## config.mk

```make
export PLATFORM = sky130hd
export DESIGN_NAME = pipe_hazard_unit
export DESIGN_NICKNAME = d
export VERILOG_FILES = /design/src/rtl/pipe_hazard_unit_pkg.sv /design/src/rtl/pipe_hazard_unit_reg_match.sv /design/src/rtl/pipe_hazard_unit.sv
export SDC_FILE = /design/constraint.sdc
export NUM_CORES = 1
export LEC_CHECK = 0
export BUFFER_PORTS_ARGS = -buffer_cell sky130_fd_sc_hd__buf_2
export CAP_MARGIN = 0
export CORE_MARGIN = 2
export CORE_UTILIZATION = 45
export CTS_BUF_LIST = sky130_fd_sc_hd__clkbuf_4 sky130_fd_sc_hd__clkbuf_8
export DETAILED_ROUTE_END_ITERATION = 10
export GPL_TIMING_DRIVEN = 0
export PLACE_DENSITY = 0.77
export SYNTH_ARGS = -nofsm -noshare
export SYNTH_HDL_FRONTEND = slang
export SYNTH_SLANG_ARGS = --single-unit
```

## constraint.sdc

```tcl
create_clock -name clk -period 5.8 [get_ports clk]
set_clock_uncertainty 0.05 [all_clocks]
set_input_delay 1.16 -clock clk [delete_from_list [all_inputs] [get_ports clk]]
set_output_delay 1.16 -clock clk [all_outputs]
set_load 0.01 [all_outputs]
```

## src/rtl/pipe_hazard_unit_pkg.sv

```systemverilog
// Shared types and constants for the pipeline hazard/forwarding controller.
// Forward-select encodings match the EX operand mux inputs.
package pipe_hazard_unit_pkg;

  localparam logic [1:0] FWD_RF  = 2'd0;
  localparam logic [1:0] FWD_MEM = 2'd1;
  localparam logic [1:0] FWD_WB  = 2'd2;

  typedef struct packed {
    logic v;
    logic ld;
  } sb_flags_t;

endpackage

```

## src/rtl/pipe_hazard_unit_reg_match.sv

```systemverilog
// Compares one ID source register against one in-flight destination.
// Register 0 is hardwired and never produces a hit.
module reg_match #(
  parameter int REG_W = 5
) (
  input  logic             v,
  input  logic             use_src,
  input  logic [REG_W-1:0] src,
  input  logic [REG_W-1:0] rw,
  output logic             hit
);

  assign hit = v & use_src & (|src) & (rw == src);

endmodule

```

## src/rtl/pipe_hazard_unit.sv

```systemverilog
// Hazard detection and forwarding control for the 5-stage pipeline.
// Tracks in-flight writers EX..WB and drives stall/bubble/flush/fwd.
module pipe_hazard_unit
  import pipe_hazard_unit_pkg::*;
#(
  parameter int REG_W     = 5,
  parameter int DEPTH     = 3,
  parameter int FWD_EN    = 1,
  parameter int WB_BYPASS = 1,
  parameter int CNT_W     = 16
) (
  input  logic             clk,
  input  logic             rst,
  input  logic             id_valid,
  input  logic [REG_W-1:0] id_rs,
  input  logic [REG_W-1:0] id_rt,
  input  logic             id_use_rs,
  input  logic             id_use_rt,
  input  logic [REG_W-1:0] id_rw,
  input  logic             id_reg_wr,
  input  logic             id_mem_to_reg,
  input  logic             ex_br_taken,
  output logic             stall,
  output logic             bubble,
  output logic             flush,
  output logic [1:0]       fwd_a,
  output logic [1:0]       fwd_b,
  output logic [CNT_W-1:0] stall_cnt,
  output logic [CNT_W-1:0] flush_cnt
);

  localparam int LIM = DEPTH - WB_BYPASS;

  logic [DEPTH-1:0] sb_v;
  logic [DEPTH-1:0] sb_ld;
  logic [REG_W-1:0] sb_rw [DEPTH];
  logic [DEPTH-1:0] hit_a;
  logic [DEPTH-1:0] hit_b;
  logic [DEPTH-1:0] lim_mask;

  for (genvar k = 0; k < DEPTH; k++) begin : g_sb
    sb_flags_t        f_q;
    sb_flags_t        f_d;
    logic [REG_W-1:0] rw_q;
    logic [REG_W-1:0] rw_d;

    if (k == 0) begin : g_ex
      assign f_d.v  = id_valid & id_reg_wr
                    & ~(stall | flush);
      assign f_d.ld = id_mem_to_reg;
      assign rw_d   = id_rw;
    end else begin : g_shift
      assign f_d.v  = sb_v[k-1];
      assign f_d.ld = sb_ld[k-1];
      assign rw_d   = sb_rw[k-1];
    end

    always_ff @(posedge clk) begin
      if (rst) begin
        f_q <= '0;
      end else begin
        f_q <= f_d;
      end
      rw_q <= rw_d;
    end

    assign sb_v[k]     = f_q.v;
    assign sb_ld[k]    = f_q.ld;
    assign sb_rw[k]    = rw_q;
    assign lim_mask[k] = (k < LIM);

    reg_match #(.REG_W(REG_W)) u_match_a (
      .v       (f_q.v),
      .use_src (id_use_rs),
      .src     (id_rs),
      .rw      (rw_q),
      .hit     (hit_a[k])
    );

    reg_match #(.REG_W(REG_W)) u_match_b (
      .v       (f_q.v),
      .use_src (id_use_rt),
      .src     (id_rt),
      .rw      (rw_q),
      .hit     (hit_b[k])
    );
  end

  logic raw_hz;

  always_comb begin
    raw_hz = 1'b0;
    if (FWD_EN != 0) begin
      raw_hz = (hit_a[0] | hit_b[0]) & sb_ld[0];
    end else begin
      raw_hz = |((hit_a | hit_b) & lim_mask);
    end
  end

  // Flush wins over stall; both are quiet while in reset.
  assign flush  = ex_br_taken & ~rst;
  assign stall  = id_valid & raw_hz & ~flush & ~rst;
  assign bubble = stall & ~flush;

  logic       a_mem, a_wb;
  logic       b_mem, b_wb;
  logic [1:0] fa_d, fb_d;

  assign a_mem = hit_a[0] & ~sb_ld[0];
  assign a_wb  = hit_a[1] & ~a_mem;
  assign b_mem = hit_b[0] & ~sb_ld[0];
  assign b_wb  = hit_b[1] & ~b_mem;

  always_comb begin
    fa_d = FWD_RF;
    unique case (1'b1)
      a_mem:   fa_d = FWD_MEM;
      a_wb:    fa_d = FWD_WB;
      default: fa_d = FWD_RF;
    endcase
  end

  always_comb begin
    fb_d = FWD_RF;
    unique case (1'b1)
      b_mem:   fb_d = FWD_MEM;
      b_wb:    fb_d = FWD_WB;
      default: fb_d = FWD_RF;
    endcase
  end

  logic fwd_off;
  assign fwd_off = stall | flush | (FWD_EN == 0);

  always_ff @(posedge clk) begin
    if (rst || fwd_off) begin
      fwd_a <= FWD_RF;
      fwd_b <= FWD_RF;
    end else begin
      fwd_a <= fa_d;
      fwd_b <= fb_d;
    end
  end

  // Counters stick at all-ones rather than wrapping.
  always_ff @(posedge clk) begin
    if (rst) begin
      stall_cnt <= '0;
      flush_cnt <= '0;
    end else begin
      if (stall && !(&stall_cnt)) begin
        stall_cnt <= stall_cnt + 1'b1;
      end
      if (flush && !(&flush_cnt)) begin
        flush_cnt <= flush_cnt + 1'b1;
      end
    end
  end

endmodule

```

Word level (Yosys, flattened, before mapping). Cells that the tools add are included.

Bits in registers: 49. Input port bits: 23. Output and inout port bits: 39. Logic and storage cells: 58.

Add/subtract/negate cells: 2. Eq/ne operators: 4. Multiplexer cells: 2. Bitwise logic cells: 32. Reductions and logical operators: 9.

Operator list (count): adder 16 x 1 -> 16 bit (second input constant) (2); AND reduction 16 bit (2); bitwise AND 1 bit (24); == test 5 bit (4); OR reduction 5 bit (2); case mux 2 bit (2 select lines) (2); inverter 1 bit (6); logical AND 1 bit (2); zero test 1 bit (2); bitwise OR 1 bit (2); logical OR 1 bit (1).

Longest topological paths before layout.
Word-level depth: 11. Depth in mapped cells: 8. Mapped depth without buffers: 7.

Cells and area by module. From an unflattened synthesis, not the netlist that was laid out.

Cell total of the unflattened synthesis: 258. Area total of the unflattened synthesis: 2309.7 sq um.

By module, submodules not included: pipe_hazard_unit (times used 1, cells an instance 218, area an instance 2004.4 sq um, sequential area each 980.9 sq um); reg_match (times used 4, cells an instance 10, area an instance 76.3 sq um, sequential area each 0.0 sq um).

Least setup slack after synthesis. Ideal clock, no wire load.

Path kind: input port to output port. Start: input id_rt[1]. End: output bubble. Data arrival time: 2396 ps. Required time: 4590 ps. Setup slack: 2194 ps. Stages: 6. Buffers on the path: 1. Cells stage by stage: or4_1 -> o21ai_1 -> nor3_1 -> o21ai_2 -> buf_4 -> inv_1.

Word-level cells in the longest chain between the ends: 9. Elaborated cells between the ends (all ways): 10. Those cells by class: eq/ne: 1; bitwise: 8; reduce/logical: 1.

RTL lines: start, declared (RTL line pipe_hazard_unit.sv:16) `input logic [REG_W-1:0] id_rt,`; OR reduction 5 bit; bitwise AND 1 bit (RTL line pipe_hazard_unit_reg_match.sv:13) `assign hit = v & use_src & (|src) & (rw == src);`; bitwise AND 1 bit * (RTL line pipe_hazard_unit_reg_match.sv:13); bitwise OR 1 bit * (RTL line pipe_hazard_unit.sv:94) `raw_hz = (hit_a[0] | hit_b[0]) & sb_ld[0];`; bitwise AND 1 bit * (RTL line pipe_hazard_unit.sv:94); bitwise AND 1 bit * (3 in a row) (RTL line pipe_hazard_unit.sv:102) `assign stall = id_valid & raw_hz & ~flush & ~rst;`; bitwise AND 1 bit * (RTL line pipe_hazard_unit.sv:103) `assign bubble = stall & ~flush;`; end, declared (RTL line pipe_hazard_unit.sv:24) `output logic bubble,`.

Every way passes the cells marked *; elsewhere a longest branch is shown, timed or not.

Final worst setup path. Ends and elaborated chain as after synthesis.

==> impl_metrics.tcl <==
set metrics [dict create \
    status "finished clean" \
    vias 2097 \
    netlist_area_um2 2310 \
    grt_util_all_layers_pct 20.6 \
    dp.cells 389 \
    p_int_w 0.000533 \
    rrSetupSlack_ns 3.55 \
    syn_nets 283 \
    ios 62 \
    hpwlAfterDp_um 3970 \
    synth_top_family_by_area "simple AND/OR/NAND/NOR gates" \
    vdd_ir_drop_max_v 0.000113 \
    ys_top_cells_by_area "dfxtp_1, xnor2_1, xor2_1" \
    slew_headroom_pct 57.4 \
    leakage_nw 1.14 \
    antenna_found_initial 0 \
    path_class "in2out" \
    power.share.sequential_pct 51.8 \
    ys_seq_elements 49 \
    start_kind "input pin" \
    p_per_area_nw_per_um2 237 \
    crit_required_ns 4.59 \
    syn_to_final_growth_pct 22.8 \
    synth_commonest_cells "dfxtp_1, nor2_1, xnor2_1" \
    finalNetCount 351 \
    fin_crit_ns 4.06 \
    yosys.area_share.simple_pct 28.6 \
    die_x_um 75.6 \
    swShare_pct 20.8 \
    netlist_instances 258 \
    grt_pass1_wl_um 8750 \
    clkLatencyLatePin_ns 0.31 \
    yosysWarnings 0 \
    diodes 0 \
    synth_ff_type "dfxtp_1" \
    grt_remaining_overflow 0 \
    synth_most_common_cell "dfxtp_1" \
    clock_sinks 49 \
    h-tree-depth 2 \
    synthAdderAreaFrac_pct 1.09 \
    slew_viol_final 0 \
    min_path_type "reg2reg" \
    antenna_left 0 \
    min_from "g_sb[0].rw_q[1]$_DFF_P_" \
    reg2reg_to "stall_cnt[9]$_SDFFE_PP0P_" \
    firstDrtPassIters 4 \
    first_global_vias 1877 \
    maxCapViolCount 0 \
    fmax_mhz 246 \
    finalSetupViolations 0 \
    synthArstFlopShare_pct 0 \
    synth_edf_count 0 \
    via_per_inst 5.28 \
    cp.arrival_ns 2.85 \
    timing.hold.ws_ns 0.348 \
    placementRows 26 \
    route.detailed.drc 0 \
    multi_input_area_um2 1260 \
    numCtsBuffers 5 \
    port_buffers 61 \
    die-height_um 75.6 \
    grt_max_degree 16 \
    ff_latch_area_um2 981 \
    gp_congestion 0.823 \
    synthMuxAreaShare_pct 2.06 \
    die_area_um2 5710 \
    post-route-period-util_pct 70.0 \
    reg2reg_depth 6 \
    layout_setup_ws_ns 1.74 \
    cts_resized 0 \
    stdcell_count 397 \
    yosysTopAreaCell "dfxtp_1" \
    worst_slew_pin_slew_ns 0.634 \
    place_ws_ns 1.75 \
    drtIter0Drc 186 \
    cts.path.max_buffers 2 \
    coreArea_um2 5010 \
    clockPowerShare_pct 42.0 \
    yosysSeqAreaShare_pct 42.5 \
    start_util_pct 46.0 \
    clkSlewWorstSetupHoldPaths_ns 0.08 \
    root_buffer "clkbuf_8" \
    p_comb_share_pct 6.3 \
    hold_buffers 0 \
    wl_per_cell_um 13.3 \
    reg2reg_from "g_sb[0].rw_q[0]$_DFF_P_" \
    hold_viol_final 0 \
    avgSynthCellArea_um2 8.94 \
    synthXorXnorAreaFrac_pct 12.5 \
    cp-end-kind "output port" \
    fill_cells 471 \
    postCtsSetupRepairBufs 0 \
    fin_tns_setup_ns 0 \
    p_sw_w 0.000140 \
    hold-path-endpoint "g_sb[1].rw_q[1]$_DFF_P_" \
    drive_gt1_share_pct 26.0 \
    finalWirelength_um 5280 \
    yosysUniqueCellTypes 47 \
    tritoncts "built" \
    yosysTopAreaCellShare_pct 42.5 \
    synth_compound_area_share_pct 10.2 \
    hold_path_depth 0 \
    path_max_fanout 10 \
    rsz0062_at_grt "no" \
]
[placed cells by master, fill, tap and decap left out, drive strengths merged, types with 10 or more instances in the layout]
master	count
dfxtp	49
nor2	25
buf	63
xnor2	20
nand2	16
clkbuf	10
nand3	18
a21oi	11
o21ai	11
xor2	13
[cells by family after synthesis]
kind of cell / count (synthesis)
buffers and inverters: 16
DFF: 49
AOI/OAI and AO/OA: 35
xor gates and xnor gates: 33
muxes: 4
adders and majority gates: 2
and+or+nand+nor: 119
[layer usage]
layer  track usage (%)  routed length (µm)
met1              25.4                2390
met2              34.1                2550
met3              5.29                 270
met4              8.58                  70
met5                 0                   0
[state kept, by name, indices dropped and copies added (netlist names)]
| name | cells |
|---|---|
| flush_cnt | 16 |
| stall_cnt | 16 |
| g_sb.rw_q | 10 |
| g_sb.f_q | 3 |
| fwd_a | 2 |
| fwd_b | 2 |
[power groups by stage]
| stage | registers (W) | clock network, W | logic [W] |
|---|---|---|---|
| after global routing | 0.000349 | 0.000305 | 0.0000467 |
| after detailed placement | 0.000356 | 0 | 0.0000417 |
| after CTS | 0.000348 | 0.000287 | 0.0000421 |
| after global placement | 0.000356 | 0 | 0.0000405 |
| after floorplan | 0.000355 | 0 | 0.0000231 |
| final | 0.000348 | 0.000282 | 0.0000421 |
[layout make-up]
| type | instances | area share (%) |
|---|---|---|
| clock inverter | 3 | 2.30 |
| buffer | 7 | 1.19 |
| sequential | 49 | 34.6 |
| multi-input combinational | 193 | 44.4 |
| tap | 70 | 3.09 |
| timing repair buffer | 61 | 10.8 |
| clock buffer | 5 | 2.43 |
| inverter | 9 | 1.19 |
[worst max path at each step]
stage,from,to,slack [ns],cells past startpoint
2_1_floorplan,id_rt[1],bubble,2.19,6
3_3_place_gp,id_rt[1],bubble,1.79,8
3_5_place_dp,id_rt[1],bubble,1.75,8
4_1_cts,id_rt[1],bubble,1.75,8
5_1_grt,id_rt[1],bubble,1.62,8
6_report,id_rt[1],bubble,1.74,8
[metrics by stage]
| stage | area, µm² | power [W] | util [%] |
|---|---|---|---|
| 3_5_place_dp | 2700 | 0.000398 | 53.9 |
| 6_report | 2830 | 0.000673 | 56.5 |
| 2_1_floorplan | 2310 | 0.000379 | - |
| 3_3_place_gp | 2700 | 0.000396 | 53.9 |
| 5_1_grt | 2830 | 0.000701 | 56.5 |
| 4_1_cts | 2830 | 0.000677 | 56.5 |
[critical path, stage by stage]
cell and delay (ns):
buf_2 0.12, or4_1 0.51, o21ai_1 0.26, nor3_1 0.17, o21ai_2 0.24, buf_4 0.22
inv_1 0.04, buf_2 0.13
(Power assumes the default switching activity.)
